==> config.mk <==
export PLATFORM = sky130hd
export DESIGN_NAME = simple_bus
export DESIGN_NICKNAME = d
export VERILOG_FILES = /design/src/rtl/simple_bus_pkg.sv /design/src/rtl/simple_bus.sv
export SDC_FILE = /design/constraint.sdc
export NUM_CORES = 1
export LEC_CHECK = 0
export ABC_AREA = 1
export CORE_AREA = 4 4 103 105
export DETAILED_ROUTE_END_ITERATION = 8
export DIE_AREA = 0 0 107 109
export PLACE_DENSITY = 0.71
export RECOVER_POWER = 100
export SYNTH_ARGS = -nofsm -noshare
export SYNTH_HDL_FRONTEND = slang
export SYNTH_SLANG_ARGS = --single-unit
==> constraint.sdc <==
create_clock -name clk_i -period 3.1 [get_ports clk_i]
set_clock_uncertainty 0.2 [all_clocks]
set_input_delay 0.31 -clock clk_i [delete_from_list [all_inputs] [get_ports clk_i]]
set_output_delay 0.31 -clock clk_i [all_outputs]
set_load 0.02 [all_outputs]
==> src/rtl/simple_bus_pkg.sv <==
// Shared types for the simple_bus slice.
// The registered response kind replaces the legacy valid/err flag pair.
package simple_bus_pkg;

  typedef enum logic [1:0] {
    RespNone     = 2'd0,
    RespDevice   = 2'd1,
    RespUnmapped = 2'd2
  } resp_kind_e;

endpackage

==> src/rtl/simple_bus.sv <==
// Fixed-priority multi-host to multi-device bus with zero-wait grant and
// single-cycle device responses routed back by the indices captured at grant.
module simple_bus
  import simple_bus_pkg::*;
#(
  parameter int unsigned NrDevices    = 1,
  parameter int unsigned NrHosts      = 1,
  parameter int unsigned DataWidth    = 32,
  parameter int unsigned AddressWidth = 32
) (
  input  logic                    clk_i,
  input  logic                    rst_ni,

  input  logic                    host_req_i           [NrHosts],
  output logic                    host_gnt_o           [NrHosts],
  input  logic [AddressWidth-1:0] host_addr_i          [NrHosts],
  input  logic                    host_we_i            [NrHosts],
  input  logic [DataWidth/8-1:0]  host_be_i            [NrHosts],
  input  logic [DataWidth-1:0]    host_wdata_i         [NrHosts],
  output logic                    host_rvalid_o        [NrHosts],
  output logic [DataWidth-1:0]    host_rdata_o         [NrHosts],
  output logic                    host_err_o           [NrHosts],

  output logic                    device_req_o         [NrDevices],
  output logic [AddressWidth-1:0] device_addr_o        [NrDevices],
  output logic                    device_we_o          [NrDevices],
  output logic [DataWidth/8-1:0]  device_be_o          [NrDevices],
  output logic [DataWidth-1:0]    device_wdata_o       [NrDevices],
  input  logic                    device_rvalid_i      [NrDevices],
  input  logic [DataWidth-1:0]    device_rdata_i       [NrDevices],
  input  logic                    device_err_i         [NrDevices],

  input  logic [AddressWidth-1:0] cfg_device_addr_base [NrDevices],
  input  logic [AddressWidth-1:0] cfg_device_addr_mask [NrDevices]
);

  localparam int unsigned HostIdxW = (NrHosts   > 1) ? $clog2(NrHosts)   : 1;
  localparam int unsigned DevIdxW  = (NrDevices > 1) ? $clog2(NrDevices) : 1;

  logic                    host_sel_valid;
  logic [HostIdxW-1:0]     host_sel;
  logic [AddressWidth-1:0] sel_addr;
  logic                    sel_we;
  logic [DataWidth/8-1:0]  sel_be;
  logic [DataWidth-1:0]    sel_wdata;

  logic                    dev_sel_valid;
  logic [DevIdxW-1:0]      dev_sel;

  resp_kind_e              resp_kind_d, resp_kind_q;
  logic [HostIdxW-1:0]     host_idx_d, host_idx_q;
  logic [DevIdxW-1:0]      dev_idx_d, dev_idx_q;

  logic                    rsp_valid;
  logic [DataWidth-1:0]    rsp_rdata;
  logic                    rsp_err;

  // Lowest index wins; the winner's request fields are muxed out in the same pass.
  always_comb begin
    host_sel_valid = 1'b0;
    host_sel       = '0;
    sel_addr       = '0;
    sel_we         = 1'b0;
    sel_be         = '0;
    sel_wdata      = '0;
    for (int unsigned h = 0; h < NrHosts; h++) begin
      if (!host_sel_valid && host_req_i[h]) begin
        host_sel_valid = 1'b1;
        host_sel       = HostIdxW'(h);
        sel_addr       = host_addr_i[h];
        sel_we         = host_we_i[h];
        sel_be         = host_be_i[h];
        sel_wdata      = host_wdata_i[h];
      end
    end
  end

  always_comb begin
    dev_sel_valid = 1'b0;
    dev_sel       = '0;
    for (int unsigned d = 0; d < NrDevices; d++) begin
      if (!dev_sel_valid &&
          ((sel_addr & cfg_device_addr_mask[d]) == cfg_device_addr_base[d])) begin
        dev_sel_valid = 1'b1;
        dev_sel       = DevIdxW'(d);
      end
    end
  end

  always_comb begin
    for (int unsigned h = 0; h < NrHosts; h++) begin
      host_gnt_o[h] = host_sel_valid && (host_sel == HostIdxW'(h));
    end
    for (int unsigned d = 0; d < NrDevices; d++) begin
      device_req_o[d]   = host_sel_valid && dev_sel_valid && (dev_sel == DevIdxW'(d));
      device_addr_o[d]  = device_req_o[d] ? sel_addr  : '0;
      device_we_o[d]    = device_req_o[d] && sel_we;
      device_be_o[d]    = device_req_o[d] ? sel_be    : '0;
      device_wdata_o[d] = device_req_o[d] ? sel_wdata : '0;
    end
  end

  // Indices hold between grants; only the response kind returns to idle.
  always_comb begin
    resp_kind_d = RespNone;
    host_idx_d  = host_idx_q;
    dev_idx_d   = dev_idx_q;
    if (host_sel_valid) begin
      host_idx_d  = host_sel;
      dev_idx_d   = dev_sel;
      resp_kind_d = dev_sel_valid ? RespDevice : RespUnmapped;
    end
  end

  always_ff @(posedge clk_i or negedge rst_ni) begin
    if (!rst_ni) begin
      resp_kind_q <= RespNone;
      host_idx_q  <= '0;
      dev_idx_q   <= '0;
    end else begin
      resp_kind_q <= resp_kind_d;
      host_idx_q  <= host_idx_d;
      dev_idx_q   <= dev_idx_d;
    end
  end

  always_comb begin
    rsp_valid = 1'b0;
    rsp_rdata = '0;
    rsp_err   = 1'b0;
    for (int unsigned d = 0; d < NrDevices; d++) begin
      if (dev_idx_q == DevIdxW'(d)) begin
        rsp_valid = device_rvalid_i[d];
        rsp_rdata = device_rdata_i[d];
        rsp_err   = device_err_i[d];
      end
    end
  end

  always_comb begin
    for (int unsigned h = 0; h < NrHosts; h++) begin
      host_rvalid_o[h] = 1'b0;
      host_rdata_o[h]  = '0;
      host_err_o[h]    = 1'b0;
      if (host_idx_q == HostIdxW'(h)) begin
        case (resp_kind_q)
          RespDevice: begin
            host_rvalid_o[h] = rsp_valid;
            host_rdata_o[h]  = rsp_rdata;
            host_err_o[h]    = rsp_err;
          end
          RespUnmapped: begin
            host_rvalid_o[h] = 1'b1;
            host_err_o[h]    = 1'b1;
          end
          default: ;
        endcase
      end
    end
  end

endmodule

==> out/qor.yml, run 1 <==
global_routing:
  antenna_found_initial: 0
  grt_pass1_wl_mm: 15.4
  grt_pass1_vias: 3324
  grt_max_degree: 42
  overflow: 0
  grt_use_total_pct: 16.2
layout:
  largest-register: "resp_kind_q"
  area_delta_synth_final_pct: 140
  n_fill_cell: 1061
  drive_gt1_share_pct: 2.47
  antenna_cells: 0
  final_common_cell: "clkdlybuf4s50_1"
  layout_common_cells: "clkdlybuf4s50_1 (168), nand2_1 (140), inv_1 (109)"
  largest_register_ffs: 2
  fin_cells: 820
  post-route-util_pct: 47.8
  reg_top3: "resp_kind_q x2"
  layout.nets: 861
synth:
  synth-compound-area-share_pct: 3.64
  synthAdderAreaFrac_pct: 1.30
  ys_warn_count: 0
  synth-xor-area-share_pct: 0
  yosysUniqueCellTypes: 16
  synth_simple_gate_area_share_pct: 62.9
  ys_ff_latch: 2
  avgSynthCellArea_sq_um: 4.51
  syn-num-nets: 598
  ys_seq_area_share_pct: 2.60
  synth_top_family_by_area: "simple AND/OR/NAND/NOR gates"
  syn_inst: 426
  synth_area_sq_um: 1920
  synth_mux_area_share_pct: 0
pwr:
  vdd_ir_drop_max_mv: 0.0686
  p_per_area_nw_per_um2: 105
  leakagePower_nw: 2.76
  p_comb_share_pct: 73.1
  power.internal_uw: 341
  switching_share_pct: 29.3
  seqPwrFrac_pct: 5.7
  switching_power_uw: 141
  clock_power_share_pct: 21.3
worst_setup_path:
  critPathArrivalTime_ps: 2290
  crit_slowest_cell: "clkdlybuf4s50_1"
  crit_type: "in2out"
  path_delay_family: "buffers and inverters"
  endpoint_kind: "output port"
  slowest_delay_ps: 560
  cp.required_ps: 2590
  critPathMaxFanout: 38
  crit_path_cell_trace: "clkdlybuf4s50_1 -> nand3_1 -> nand2_1 -> nand4_1 -> nor2_1 -> nand2_1 -> nor2_2 -> nand3_2 -> buf_6 -> nor2_1 -> dlygate4sd2_1"
  start_kind: "primary input"
  crit_buf_inv: 3
timing:
  slew_violations: 0
  finalSetupViolCount: 0
  fin_ws_ps: 304
  max_slew_margin_pct: 60.7
  min_period_ps: 2800
  fmax_mhz: 358
  rsz0062_at_grt: "no"
  post-route-period-util_pct: 90.2
  tightestPinTransition_ps: 590
  hold_viol_final: 0
route:
  drt-total-wl_mm: 10.5
  drtIter0Drc: 169
  vias_per_cell: 4.16
  drt_pass1_iterations: 4
  vias: 3409
  detail-route-antenna-nets: 0
  drc: 0
  wl_per_cell_um: 12.9
placed_design:
  dp_hpwl_mm: 9.36
  post-place-ws_ps: -36.4
  portBuffers: 274
  dpl.cell_count: 817
  gp_congestion: 0.761
floorplanning:
  fp.coreArea_sq_um: 9640
  dieArea_sq_um: 11700
  initial_core_util_pct: 20.0
  io_pins: 275
  dieWidth_um: 107
  placementRows: 36
  die_h_um: 109
clock_tree:
  cts_resized: 57
  numCtsBuffers: 3
  htree_levels: 1
  root_buffer: "clkbuf_8"
  clock_path_buffers: 2
  cts_setup_buffers: 0
  cts.sinks: 2
  clk_pin_slew_worst_paths_ps: 30
  postCtsHoldBufs: 0
  cts_tree: "done"
outcome:
  status: "completed"
min_path:
  hold_path_class: "in2async"
job:
  cap_violations: 0
logic make-up after synthesis:
| logic type | Yosys count |
|---|---|
| AND/OR/NAND/NOR | 279 |
| buffers and inverters | 133 |
| AO/OA/AOI/OAI | 10 |
| adder cells (fa/ha/maj) | 2 |
| flip-flops | 2 |
cell type report:
type                            instances  area, sq um  share of cell area [%]
Tap cell                              133          166                    3.61
Multi-Input combinational cell        291         1270                    27.7
Sequential cell                         2         50.0                    1.09
Inverter                              111          417                    9.04
Timing Repair Buffer                  280         2660                    57.7
Clock buffer                            3         41.3                   0.896
per-stage QoR:
| step | TNS, ps | area [sq um] | power (mW) | hold WS (ps) |
|---|---|---|---|---|
| after CTS | 0 | 4750 | 0.492 | 60.7 |
| after floorplan | 0 | 1920 | 0.130 | -186 |
| after global placement | -33.0 | 4780 | 0.376 | 279 |
| after detailed placement | -446 | 4780 | 0.384 | 286 |
| after global routing | 0 | 4610 | 0.524 | 134 |
| final | 0 | 4610 | 0.482 | 134 |
worst max path at each step:
stage	startpoint	to	slack, ps	cells after the start
6_report	host_addr_i[15]	device_wdata_o[22]	300	11
5_1_grt	host_addr_i[15]	device_wdata_o[22]	70	11
4_1_cts	host_addr_i[15]	device_wdata_o[15]	1	11
3_5_place_dp	host_addr_i[15]	device_wdata_o[3]	-40	11
3_3_place_gp	host_addr_i[15]	device_addr_o[2]	-20	11
2_1_floorplan	host_req_i	device_wdata_o[12]	950	13
synth_stat cells, drive strengths merged:
master / count / area share, %
nand2: 140 / 27
ha: 2 / 1.3
dfrtp: 2 / 2.6
a21oi: 2 / 0.52
o21bai: 7 / 2.7
clkinv: 2 / 0.39
nor2: 81 / 18
clkbuf: 7 / 1.4
buf: 15 / 6.5
nand4: 32 / 10
a21boi: 1 / 0.39
nand3: 26 / 6.8
inv: 109 / 21
power groups by stage:
stage | clock (mW) | combinational, mW | sequential, mW
5_1_grt | 0.110 | 0.387 | 0.0275
2_1_floorplan | 0 | 0.103 | 0.0275
6_report | 0.102 | 0.352 | 0.0273
3_3_place_gp | 0 | 0.349 | 0.0276
3_5_place_dp | 0 | 0.356 | 0.0276
4_1_cts | 0.107 | 0.358 | 0.0274
per-layer routing:
layer,wire length [um],vias up,share of wire [%],global-route usage [%]
met3,896,12,8.5,3.67
met1,3740,1477,35,15.9
met2,5760,145,55,33.5
met5,0,-,0,0
met4,154,0,1.5,4.11
li1,-,1775,-,-
No activity file was read; power rests on OpenSTA's default activity.
==> run 2, diff against run 1 <==
CELL_PAD_IN_SITES_DETAIL_PLACEMENT = 0   (was default)
CELL_PAD_IN_SITES_GLOBAL_PLACEMENT = 1   (was default)
CORE_AREA = default   (was 4 4 103 105)
CORE_MARGIN = 4   (was default)
CORE_UTILIZATION = 14   (was default)
DIE_AREA = default   (was 0 0 107 109)
PLACE_DENSITY = 0.91   (was 0.71)
==> run 2 against run 1 <==
Net effect:
- critical path depth is 5 lower
- routed wire length fell by 1.6%
- global-route usage is 4.3 points lower
- non-clock buffer count is 2 higher
- setup slack got worse by 71 ps
- final cell count rose by 5.5%
- critical path type is now reg2out
==> out/qor.yml, run 2 (synthesized netlist as in run 1, its figures left out) <==
timing:
  tightestPinTransition_ps: 448  # -142 ps
  max_slew_margin_pct: 70.2  # +9.5 points
  min_period_ps: 2870  # +71.2 ps
  rsz0062_at_grt: "no"
  post-route-period-util_pct: 92.5  # +2.3 points
  hold_viol_final: 0  # unchanged
  finalSetupViolCount: 0  # unchanged
  slew_violations: 0  # unchanged
  fmax_mhz: 349  # -2.5%
  holdWs_ps: 125  # -8.38 ps
  setup-tns-final_ps: 0  # unchanged
clock_tree:
  clk_pin_slew_worst_paths_ps: 30  # about the same
  htree_levels: 1  # unchanged
  cts.sinks: 2  # unchanged
  cts_tree: "done"
  postCtsHoldBufs: 0  # unchanged
  numCtsBuffers: 3  # unchanged
  root_buffer: "clkbuf_16"
  clock_path_buffers: 2  # unchanged
global_routing:
  grt_pass1_vias: 3042  # -8.5%
  use_met3_pct: 2.77  # -0.90 points
  grt_pass1_wl_mm: 15.5  # +0.36%
  grt_max_degree: 49  # +17%
  antenna_found_initial: 0  # unchanged
  overflow: 0  # unchanged
  top_usage_layer: "met2"
  gr-usage-met1_pct: 14.3  # -1.6 points
  grt.met2_usage_pct: 22.1  # -11 points
  grt_use_total_pct: 11.9  # -4.3 points
pwr:
  power.internal_uw: 421  # +24%
  switching_share_pct: 26.7  # -2.6 points
  p_comb_share_pct: 61.2  # -12 points
  p_per_area_nw_per_um2: 128  # +23%
  leakagePower_nw: 2.39  # -13%
  clock_power_share_pct: 34.1  # +13 points
  vdd_ir_drop_max_mv: 0.134  # +96%
  seqPwrFrac_pct: 4.8  # -0.9 points
  switching_power_uw: 153  # +8.4%
worst_setup_path:
  critPathArrivalTime_ps: 2360  # +70 ps
  cp.required_ps: 2590  # about the same
  start_kind: "flip-flop"
  endpoint_kind: "output port"
  critPathMaxFanout: 25  # -34%
  crit_type: "reg2out"
layout:
  final_area_sq_um: 4470  # -3.0%
  fin_cells: 865  # +5.5%
  reg_top3: "resp_kind_q x2"
  area_delta_synth_final_pct: 133
  largest_register_ffs: 2  # unchanged
  drive_gt1_share_pct: 4.79  # +2.3 points
  layout.nets: 863  # +0.23%
  layout_common_cells: "clkdlybuf4s50_1 (168), nand2_1 (140), inv_1 (109)"
  largest-register: "resp_kind_q"
  post-route-util_pct: 33.5  # -14 points
  antenna_cells: 0  # unchanged
  final_common_cell: "clkdlybuf4s50_1"
floorplanning:
  placementRows: 42  # +17%
  dieArea_sq_um: 15700  # +34%
  fp.coreArea_sq_um: 13300  # +38%
  die_h_um: 125  # +15%
  initial_core_util_pct: 14.4  # -5.5 points
  dieWidth_um: 125  # +17%
  io_pins: 275  # unchanged
placed_design:
  dpl.cell_count: 862  # +5.5%
  dp_hpwl_mm: 8.84  # -5.6%
  portBuffers: 274  # unchanged
  placed_cell_area_sq_um: 4840  # +1.4%
  gp_congestion: 0.841  # +10%
route:
  drtIter0Drc: 88  # -48%
  wl_per_cell_um: 12.0  # -6.7%
  drt_pass1_iterations: 4  # unchanged
  drt-total-wl_mm: 10.4  # -1.6%
  drc: 0  # unchanged
  vias: 3334  # -2.2%
  detail-route-antenna-nets: 0  # unchanged
  vias_per_cell: 3.85  # -7.3%
min_path:
  hold_path_class: "in2async"
outcome:
  status: "completed"
job:
  cap_violations: 0  # unchanged
run 2: changes by cell type in the layout (fill, tap and decap cells not counted), sizes merged:
cell,change
clkbuf,+56
dlygate4sd2,-56
buf,+2
run 2: final cells by class:
| cell class | instances | area (sq um) |
|---|---|---|
| flip-flops and latches | 2 | 50.0 |
| repair buffers | 282 | 2400 |
| fillers | 1513 | 8880 |
| multi-input cells | 291 | 1310 |
| well taps | 176 | 220 |
| inverters | 111 | 417 |
| clock buffers | 3 | 75.1 |
run 2: layer usage:
layer / vias up / part of all wire, %
met2: 165 / 51
met1: 1380 / 41
li1: 1784 / -
met3: 5 / 7.5
met4: 0 / 0.54
met5: - / 0
run 2: power by group through the flow:
stage / clock network (mW) / registers (mW) / logic (mW)
2_1_floorplan: 0 / 0.0275 / 0.103
3_3_place_gp: 0 / 0.0276 / 0.351
3_5_place_dp: 0 / 0.0276 / 0.354
4_1_cts: 0.200 / 0.0273 / 0.356
5_1_grt: 0.201 / 0.0274 / 0.386
6_report: 0.196 / 0.0274 / 0.351
run 2: worst max-delay path by stage:
| stage | startpoint | slack, ps | end | cells past startpoint |
|---|---|---|---|---|
| floorplan | host_req_i | 950 | device_wdata_o[12] | 13 |
| global placement | host_addr_i[31] | 20 | device_addr_o[31] | 11 |
| detailed placement | host_addr_i[30] | 0.8 | device_wdata_o[1] | 12 |
| CTS | host_addr_i[30] | 3 | device_be_o[3] | 12 |
| global route | resp_kind_q[1]$_DFF_PN0_ | 50 | host_rdata_o[31] | 6 |
| finish | resp_kind_q[1]$_DFF_PN0_ | 230 | host_rdata_o[31] | 6 |
run 2: what timing repair did:
item	in CTS	in global routing
gates resized for setup	1	69
cloned	0	0
pin swaps	0	0
buffers inserted	0	0
setup endpoints to repair	1	69
run 2: critical path: stages (launching register included):
cell and delay (ps):
dfrtp_1 370, inv_1 60, ha_1 330, clkbuf_2 460, nand2_1 170, inv_1 80, dlygate4sd3_1 660
run 2: through the flow:
step                      worst slack, ps  power [mW]
after global placement               22.7       0.379
after global routing                 53.4       0.615
after floorplan                       949       0.130
after CTS                            3.16       0.583
after detailed placement            0.831       0.382
final                                 233       0.575
